## config.mk

```make
export PLATFORM = sky130hd
export DESIGN_NAME = muldiv_ctrl
export DESIGN_NICKNAME = d
export VERILOG_FILES = /design/src/rtl/muldiv_ctrl.sv
export SDC_FILE = /design/constraint.sdc
export NUM_CORES = 1
export LEC_CHECK = 0
export BUFFER_PORTS_ARGS = -buffer_cell sky130_fd_sc_hd__buf_4
export CAP_MARGIN = 30
export CORE_MARGIN = 3
export CORE_UTILIZATION = 45
export CTS_CLUSTER_SIZE = 24
export DETAILED_ROUTE_END_ITERATION = 7
export GPL_TIMING_DRIVEN = 0
export PLACE_DENSITY = 0.7
export RECOVER_POWER = 25
export SLEW_MARGIN = 30
export SYNTH_ARGS = -nofsm -noshare
export SYNTH_HDL_FRONTEND = slang
export SYNTH_SLANG_ARGS = --single-unit
```

## constraint.sdc

```tcl
create_clock -name clk -period 7.8 [get_ports clk]
set_clock_uncertainty 0.15 [all_clocks]
set_input_delay 0.78 -clock clk [delete_from_list [all_inputs] [get_ports clk]]
set_output_delay 0.78 -clock clk [all_outputs]
set_load 0.03 [all_outputs]
```

## src/rtl/muldiv_ctrl.sv

```systemverilog
// Iterative HI/LO multiply/divide unit: 32-cycle shift-add multiply, restoring divide, MTHI/MTLO writes.
// Optional MULDIV_FAST_MULT_EN: single-cycle MULT/MULTU; divide stays iterative.
module muldiv_ctrl (
   input  logic        clk,
   input  logic        resetn,
   input  logic        start,
   input  logic [1:0]  op,
   input  logic [31:0] src1,
   input  logic [31:0] src2,
   input  logic        cancel,
   input  logic        hi_we,
   input  logic        lo_we,
   input  logic [31:0] wdata,
   output logic        busy,
   output logic        done,
   output logic [31:0] hi,
   output logic [31:0] lo
);

   typedef enum logic [1:0] {IDLE, RUN, DONE} state_t;

   state_t      state, state_nx;
   logic [4:0]  iter;
   logic [63:0] acc;
   logic [31:0] opnd_q;
   logic [31:0] src1_q;
   logic        is_div_q, neg_lo_q, neg_hi_q, div_zero_q;

   logic        accept, fast_go, last;
   logic        sgn_op, s1_neg, s2_neg;
   logic [31:0] a1_mag, a2_mag;
   logic [32:0] mul_sum, div_rem, div_diff;
   logic [63:0] mul_next, div_next, step_next, prod;
   logic [31:0] res_hi, res_lo, quot, rem;
   logic [63:0] fast_prod;

   assign accept = start && !cancel && (state == IDLE || state == DONE);
   assign last   = (iter == 5'd31);

`ifdef MULDIV_FAST_MULT_EN
   logic [63:0] ext1, ext2;
   assign ext1      = {{32{!op[0] && src1[31]}}, src1};
   assign ext2      = {{32{!op[0] && src2[31]}}, src2};
   assign fast_prod = ext1 * ext2;
   assign fast_go   = accept && !op[1];
`else
   assign fast_prod = 64'd0;
   assign fast_go   = 1'b0;
`endif

   // NOTE: every always_comb output gets a default first so no path can infer a latch.
   always_comb begin
      state_nx = state;
      busy     = 1'b0;
      done     = 1'b0;
      case (state)
         IDLE: if (accept) state_nx = fast_go ? DONE : RUN;
         RUN: begin
            busy = 1'b1;
            if (cancel)    state_nx = IDLE;
            else if (last) state_nx = DONE;
         end
         DONE: begin
            done = 1'b1;
            if (accept) state_nx = fast_go ? DONE : RUN;
            else        state_nx = IDLE;
         end
         default: state_nx = IDLE;
      endcase
   end

   // NOTE: sequential state uses non-blocking assignments so all registers update from pre-edge values.
   always_ff @(posedge clk or negedge resetn) begin
      if (!resetn) state <= IDLE;
      else         state <= state_nx;
   end

   // Operand magnitudes and sign bookkeeping captured at the accepting edge.
   always_comb begin
      sgn_op = !op[0];
      s1_neg = sgn_op && src1[31];
      s2_neg = sgn_op && src2[31];
      a1_mag = s1_neg ? -src1 : src1;
      a2_mag = s2_neg ? -src2 : src2;
   end

   // One iteration: multiply adds the multiplicand under the LSB and shifts right;
   // divide shifts the remainder left and keeps the trial subtraction if non-negative.
   always_comb begin
      mul_sum   = {1'b0, acc[63:32]} + (acc[0] ? {1'b0, opnd_q} : 33'd0);
      mul_next  = {mul_sum, acc[31:1]};
      div_rem   = {acc[63:32], acc[31]};
      div_diff  = div_rem - {1'b0, opnd_q};
      div_next  = div_diff[32] ? {div_rem[31:0], acc[30:0], 1'b0}
                               : {div_diff[31:0], acc[30:0], 1'b1};
      step_next = is_div_q ? div_next : mul_next;
   end

   always_comb begin
      prod = neg_lo_q ? -step_next : step_next;
      quot = step_next[31:0];
      rem  = step_next[63:32];
      if (is_div_q) begin
         res_lo = neg_lo_q ? -quot : quot;
         res_hi = neg_hi_q ? -rem : rem;
         if (div_zero_q) begin
            res_lo = 32'hFFFF_FFFF;
            res_hi = src1_q;
         end
      end else begin
         res_hi = prod[63:32];
         res_lo = prod[31:0];
      end
   end

   always_ff @(posedge clk or negedge resetn) begin
      if (!resetn) begin
         iter       <= 5'd0;
         acc        <= 64'd0;
         opnd_q     <= 32'd0;
         src1_q     <= 32'd0;
         is_div_q   <= 1'b0;
         neg_lo_q   <= 1'b0;
         neg_hi_q   <= 1'b0;
         div_zero_q <= 1'b0;
      end else if (accept) begin
         iter       <= 5'd0;
         is_div_q   <= op[1];
         src1_q     <= src1;
         neg_lo_q   <= s1_neg ^ s2_neg;
         neg_hi_q   <= op[1] && s1_neg;
         div_zero_q <= op[1] && (src2 == 32'd0);
         opnd_q     <= op[1] ? a2_mag : a1_mag;
         acc        <= {32'd0, op[1] ? a1_mag : a2_mag};
      end else if (state == RUN && !cancel) begin
         iter <= iter + 5'd1;
         acc  <= step_next;
      end
   end

   // HI/LO: the operation result on completion; MTHI/MTLO only outside RUN.
   always_ff @(posedge clk or negedge resetn) begin
      if (!resetn) begin
         hi <= 32'd0;
         lo <= 32'd0;
      end else if (fast_go) begin
         hi <= fast_prod[63:32];
         lo <= fast_prod[31:0];
      end else if (state == RUN) begin
         if (!cancel && last) begin
            hi <= res_hi;
            lo <= res_lo;
         end
      end else begin
         if (hi_we) hi <= wdata;
         if (lo_we) lo <= wdata;
      end
   end

endmodule
```

==> impl_results.md, run 1 <==
* Post-synth cell types at 104
* Post-synthesis sequential area ratio at 27.4%
* 1st-iter DRT viols at 2,958
* Average wire per standard cell at 27.5 µm
* Largest net degree at the start of global routing at 72
* P_sw at 4.95 mW
* Async S/R FF share, synth at 100%
* Share of the synthesized area in the top cell type at 27.4%
* Setup CP Type: reg -> reg
* Synth warn at 0
* Vias per cell at 6.60
* Drt first pass iters at 8
* Post-route insts no fill at 3,202
* Synth Register Bits at 203
* Placed insts at 3,153
* Row count at 73
* Clock power frac at 14.8%
* Post-synth top cells: nand2_1, o21ai_0, dfrtp_1
* CTS Buf Count at 26
* DRC viols at 0
* Top_reg_cell synth: dfrtp_1
* Max Freq at 132 MHz
* Chip width at 209 µm
* Power density over the cells at 417 nW/µm²
* Most area-consuming cells after synthesis: dfrtp_1, nand2_1, o21ai_0
* Worst skew pair latency at 0.59 ns
* Critical Path Sink Type: flip-flop
* Post-DP HPWL at 71,600 µm
* Crit path time final at 7.58 ns
* Syn avg cell area at 7.55 µm²
* Sw frac at 55.2%
* Startpoint Class: flip-flop
* Relative slew slack at -160%
* Fin nets at 2,832
* Fin. Hold Viols at 0
* Area of the die at 43,700 µm²
* Top-count cell post-synth: nand2_1
* Yosys top cell by area: dfrtp_1
* ANT nets after route at 0
* Core area at 40,300 µm²
* Max-cap violations at 2
* Clock tree buffer depth at 3
* I/O pin total at 170
* Setup violations, final at 0
* Initial antenna violation count at 3
* Setup TNS at 0 ns
* Gr usage total at 38.8%
* Hold path start: wdata[22]
* Lkg Pwr at 9.06 nW
* IO buf count at 168
* Flop pwr share at 19.4%
* Critical Path RT at 8.11 ns
* Final worst-path cycle share at 97.2%
* Gr ovfl total at 0
* RSZ-0062 raised after global routing: no
* Number of flops mapped to enable cells by yosys at 0
* Die Span Y at 209 µm
* Failing checks: max-capacitance violations, max-slew violations
* Post-CTS Repair Setup Buffers at 0
* Hold endpoint: hi[22]
* Combinational power share at 65.8%
* Fill count at 3,881
* Routed WL at 88,100 µm
* Mapped Nets at 2,634
* Vias in the first global route at 19,600
* Worst reg2reg path depth at 23
* Slew @ Worst Pin at 3.91 ns
* Vias at 21,100
* Crit path DAT at 7.89 ns
* Int Power at 4.02 mW
* Terminus of the critical flop-to-flop path: hi[28]
* First-pass GRT wire length at 129,000 µm
* Outcome: finished with violations
* R2R setup slack at 0.22 ns
* RePlAce Congestion at 1.04
* CTS root buffer: clkbuf_16
* VDD IR max at 0.365 mV
* Area grow syn2layout at 15.7%
* Clock Sinks at 203
* Max Slew Vio Count at 135
* Total chip power at 8.97 mW
* Clk pin slew, worst setup/hold paths at 0.07 ns
* Share of layout cells above drive strength 1 at 11.8%
* Hold Crit Depth at 3
* Tightest Hold Check Type: in -> reg
* FF-to-FF Start: acc[42]
* Netlist area before placement at 18,600 µm²
* CTS tree: built
* Initial Utilization at 46.1%
* Synth Instances at 2,458
* H-tree lvl count at 1
* CP max FO at 10
## metrics by stage
stage / setup slack, ns / hold slack, ns / util [%] / area, µm²
after global routing: 0.0521 / 0.320 / 53.3 / 21500
after global placement: -0.683 / 0.316 / 50.9 / 20500
after CTS: 0.0934 / 0.0204 / 53.4 / 21500
after floorplan: 2.13 / 0.287 / - / 18600
final: 0.221 / 0.310 / 53.3 / 21500
after detailed placement: -0.339 / 0.322 / 51.0 / 20600
## routing by layer
metal  track usage, %  up-vias  part of all wire (%)
met1             56.3    10100                    42
li1                 -     9321                     -
met5                0        -                     0
met4             15.0        0                   4.9
met3             8.83      225                    12
met2             55.7     1429                    41
## flip-flops by register name (all words and copies together), names as in the netlist
register    cells
acc            64
iter            5
lo             32
div_zero_q      1
src1_q         32
hi             32
neg_hi_q        1
state           2
opnd_q         32
neg_lo_q        1
is_div_q        1
## layout by cell type, fill, tap and decap left out, types with 15 or more instances in the layout
| master | instances |
|---|---|
| xnor2_1 | 77 |
| nand4_1 | 22 |
| nand2_1 | 384 |
| o21ai_0 | 257 |
| o22ai_1 | 38 |
| a21oi_1 | 180 |
| or3_1 | 21 |
| xor2_1 | 106 |
| nor2_1 | 191 |
| buf_2 | 24 |
| a31oi_1 | 22 |
| a211oi_1 | 15 |
| clkbuf_1 | 109 |
| mux2i_1 | 44 |
| o211ai_1 | 61 |
| a21o_1 | 29 |
| nand3_1 | 45 |
| buf_4 | 169 |
| clkbuf_16 | 26 |
| ha_1 | 70 |
| dfrtp_1 | 203 |
| a22o_1 | 21 |
| o31ai_1 | 24 |
| o21ai_1 | 17 |
| nor4_1 | 21 |
| inv_1 | 64 |
| nand2b_1 | 25 |
| nor3_1 | 72 |
| and3_1 | 27 |
| and2_1 | 49 |
## critical path, stage by stage, from the launching register on
cell	delay (ns)
dfrtp_1	0.51
ha_1	0.45
a21oi_1	0.31
o21ai_1	0.12
a21oi_1	0.62
a211o_2	0.35
nand3_2	0.20
buf_6	0.21
nand3_1	0.19
a21boi_2	0.42
ha_1	0.28
nor3b_1	0.25
o221ai_1	0.20
or2_1	0.36
nor4_2	0.32
nand3_1	0.21
nor4_4	0.48
nand2_1	0.19
nor3_2	0.28
nand4_1	0.36
o41ai_1	0.43
xor2_1	0.14
a22oi_1	0.27
a21oi_1	0.12
## worst max path at each step
stage	start	endpoint	slack (ns)	cells after the start
2_1_floorplan	acc[31]	hi[28]	2.13	26
3_3_place_gp	acc[52]	hi[28]	-0.68	23
3_5_place_dp	acc[52]	hi[28]	-0.34	23
4_1_cts	acc[52]	hi[28]	0.09	23
5_1_grt	resetn	acc[46]	0.05	2
6_report	acc[42]	hi[28]	0.22	23
## cells by family (layout without fill, tap and decap cells)
group                      after synthesis  after routing  share of synthesized area [%]
other                                    0              1                              0
AOI/OAI and AO/OA                      811            811                           28.1
xor gates and xnor gates               183            183                           8.63
buffers and inverters                  210            428                           4.58
muxes                                   52             52                           2.86
and+or+nand+nor                        927            927                           23.5
adders and majority gates               72             72                           4.93
DFF                                    203            203                           27.4
## cell type report
type	count	area [µm²]	share of cell area, %
Antenna cell	1	2.50	0.0116
Buffer	142	594	2.77
Clock buffer	36	738	3.44
Clock inverter	12	185	0.862
Inverter	68	255	1.19
Multi-Input combinational cell	2045	12700	59.0
Sequential cell	203	5080	23.6
Tap cell	525	657	3.06
Timing Repair Buffer	170	1290	6.03
## repair_timing
action / in CTS / in global routing
pin swaps: 0 / 1
setup endpoints to repair: 7 / 7
resized for setup: 2 / 3
gates cloned: 0 / 0
hold buffers: 0 / 0
endpoints found under the hold margin: 0 / 0
## power by group through the flow
| stage | clock [mW] | combinational, mW | sequential [mW] |
|---|---|---|---|
| after floorplan | 0 | 3.58 | 1.73 |
| after global placement | 0 | 5.54 | 1.72 |
| after detailed placement | 0 | 5.62 | 1.72 |
| after CTS | 1.32 | 5.64 | 1.71 |
| after global routing | 1.36 | 6.22 | 1.76 |
| final | 1.32 | 5.90 | 1.74 |
Power figures use the tool's default switching activity.
==> run 2, diff against run 1 <==
REMOVE_ABC_BUFFERS = 1   (was unset)
==> impl_results.md, run 2 (same netlist as run 1, synthesis figures left out) <==
* Post-route insts no fill at 3,078
* Max reg flops at 64
* Core area at 40,300 µm²
* Max Freq at 133 MHz
* GR Layer Usage met1 at 42.3%
* Share of layout cells above drive strength 1 at 12.6%
* Vias in the first global route at 18,400
* CTS tree: built
* Crit path setup slack, layout at 0.271 ns
* Crit path time final at 7.53 ns
* Routed WL at 69,100 µm
* Biggest register: acc
* CTS Buf Count at 26
* Tightest Hold Check Type: in -> reg
* Setup violations, final at 0
* Final core utilization at 52.8%
* Total chip power at 8.15 mW
* Setup TNS at 0 ns
* Vias per cell at 6.37
* Setup Slack @ Placement at -0.505 ns
* M2 GR Usage at 47.3%
* CP max FO at 21
* Most common cell after layout, fill and taps aside: nand2_1
* Fin nets at 2,709
* Placed insts at 3,025
* Critical Path RT at 8.06 ns
* Ant. Diodes at 0
* Drt first pass iters at 8
* Row count at 73
* Max Slew Vio Count at 107
* Initial antenna violation count at 1
* Fin. Hold Viols at 0
* Final worst-path cycle share at 96.5%
* Failing checks: max-capacitance violations, max-slew violations
* 1st-iter DRT viols at 2,276
* Vias at 19,600
* DRC viols at 0
* Chip width at 209 µm
* Gr busiest metal: met2
* Setup CP Type: reg -> reg
* Max-cap violations at 2
* I/O pin total at 170
* Outcome: finished with violations
* Startpoint Class: flip-flop
* Area grow syn2layout at 14.6%
* Clock tree buffer depth at 3
* Post-DP HPWL at 52,500 µm
* IO buf count at 169
* Worst skew pair latency at 0.55 ns
* Most frequent cells in the layout: nand2_1, o21ai_0, dfrtp_1
* CTS root buffer: clkbuf_16
* RePlAce Congestion at 0.975
* Largest net degree at the start of global routing at 122
* First-pass GRT wire length at 107,000 µm
* Relative slew slack at -100%
* Power density over the cells at 383 nW/µm²
* Critical Path Sink Type: flip-flop
* RSZ-0062 raised after global routing: no
* Slew @ Worst Pin at 3.00 ns
* Die Span Y at 209 µm
* Average wire per standard cell at 22.5 µm
* Gr ovfl total at 0
* Crit path DAT at 7.79 ns
* Initial Utilization at 46.1%
* Grt met3 use at 4.47%
* VDD IR max at 0.205 mV
* Gr usage total at 30.4%
* Clock Sinks at 203
* Lkg Pwr at 8.99 nW
* Area of the die at 43,700 µm²
* H-tree lvl count at 1
* ANT nets after route at 0
* Clk pin slew, worst setup/hold paths at 0.06 ns
==> run 2: changes by cell type in the layout (fill, tap and decap cells not counted), moves of 4 or more <==
cell	change
buf_2	-24
dfrtp_1	-5
buf_1	-9
clkbuf_1	-103
clkinv_2	+8
buf_16	+8
buf_12	+4
clkinvlp_4	-4
==> run 2: power breakdown <==
part	leakage (nW)	switching (mW)	internal, mW
clock network	0.435	0.504	0.734
logic	6.03	3.34	1.86
registers	2.52	0.375	1.33
total	8.99	4.22	3.93
==> run 2: final timing paths <==
check                                  end  startpoint  slack, ns  cells after the start
worst max-delay path                hi[22]     acc[31]       0.27                     26
worst min-delay path            src1_q[30]    src1[30]       0.30                      3
worst max register to register      hi[22]     acc[31]       0.27                     26
worst min register to register  src1_q[15]  src1_q[15]       0.33                      2
max in group asynchronous         neg_lo_q      resetn       4.03                      4
min in group asynchronous            lo[2]      resetn       1.58                      2
==> run 2: critical path: stages, from the launching register on <==
cell and delay (ns):
dfrtp_1 0.59, inv_1 0.15, ha_1 0.19, inv_1 0.06, fa_1 0.42, a211oi_1 0.34, o211ai_2 0.16, nand3_2 0.18
a211o_2 0.25, nand3_4 0.34, nand3_1 0.36, a21boi_0 0.39, ha_1 0.28, nor3b_1 0.24, o221ai_1 0.20, or2_1 0.36
nor4_2 0.44, nand3_1 0.22, nor4_4 0.18, buf_4 0.20, nand2_1 0.11, nor3_2 0.35, inv_1 0.11, o41ai_1 0.45
xor2_1 0.16, o221ai_1 0.36, nand3_1 0.12
==> run 2: routing by layer <==
layer	vias up	wire length (µm)
met1	9424	29000
met4	2	3530
met2	943	30700
li1	9078	-
met3	147	5870
met5	-	13
==> run 2: layout make-up <==
type,count,area (µm²)
Clock inverter,12,110
Tap cell,525,657
Clock buffer,36,749
Sequential cell,203,5090
Inverter,68,260
Multi-Input combinational cell,2045,12800
Fill cell,3867,19000
Timing Repair Buffer,189,1660
==> run 2: through the flow <==
step                area, µm²  hold WS (ns)
CTS                     21300         0.284
floorplan               18000         0.287
detailed placement      20400         0.312
finish                  21300         0.299
global placement        19900         0.308
global route            21300         0.308
==> run 2: timing repair <==
| action | 4_1_cts | 5_1_grt |
|---|---|---|
| gates resized for setup | 3 | 0 |
| endpoints found under the hold margin | 12 | 0 |
| setup endpoints to repair | 8 | 7 |
| hold buffers | 1 | 0 |
| pin swaps | 0 | 3 |
| setup buffers | 0 | 4 |
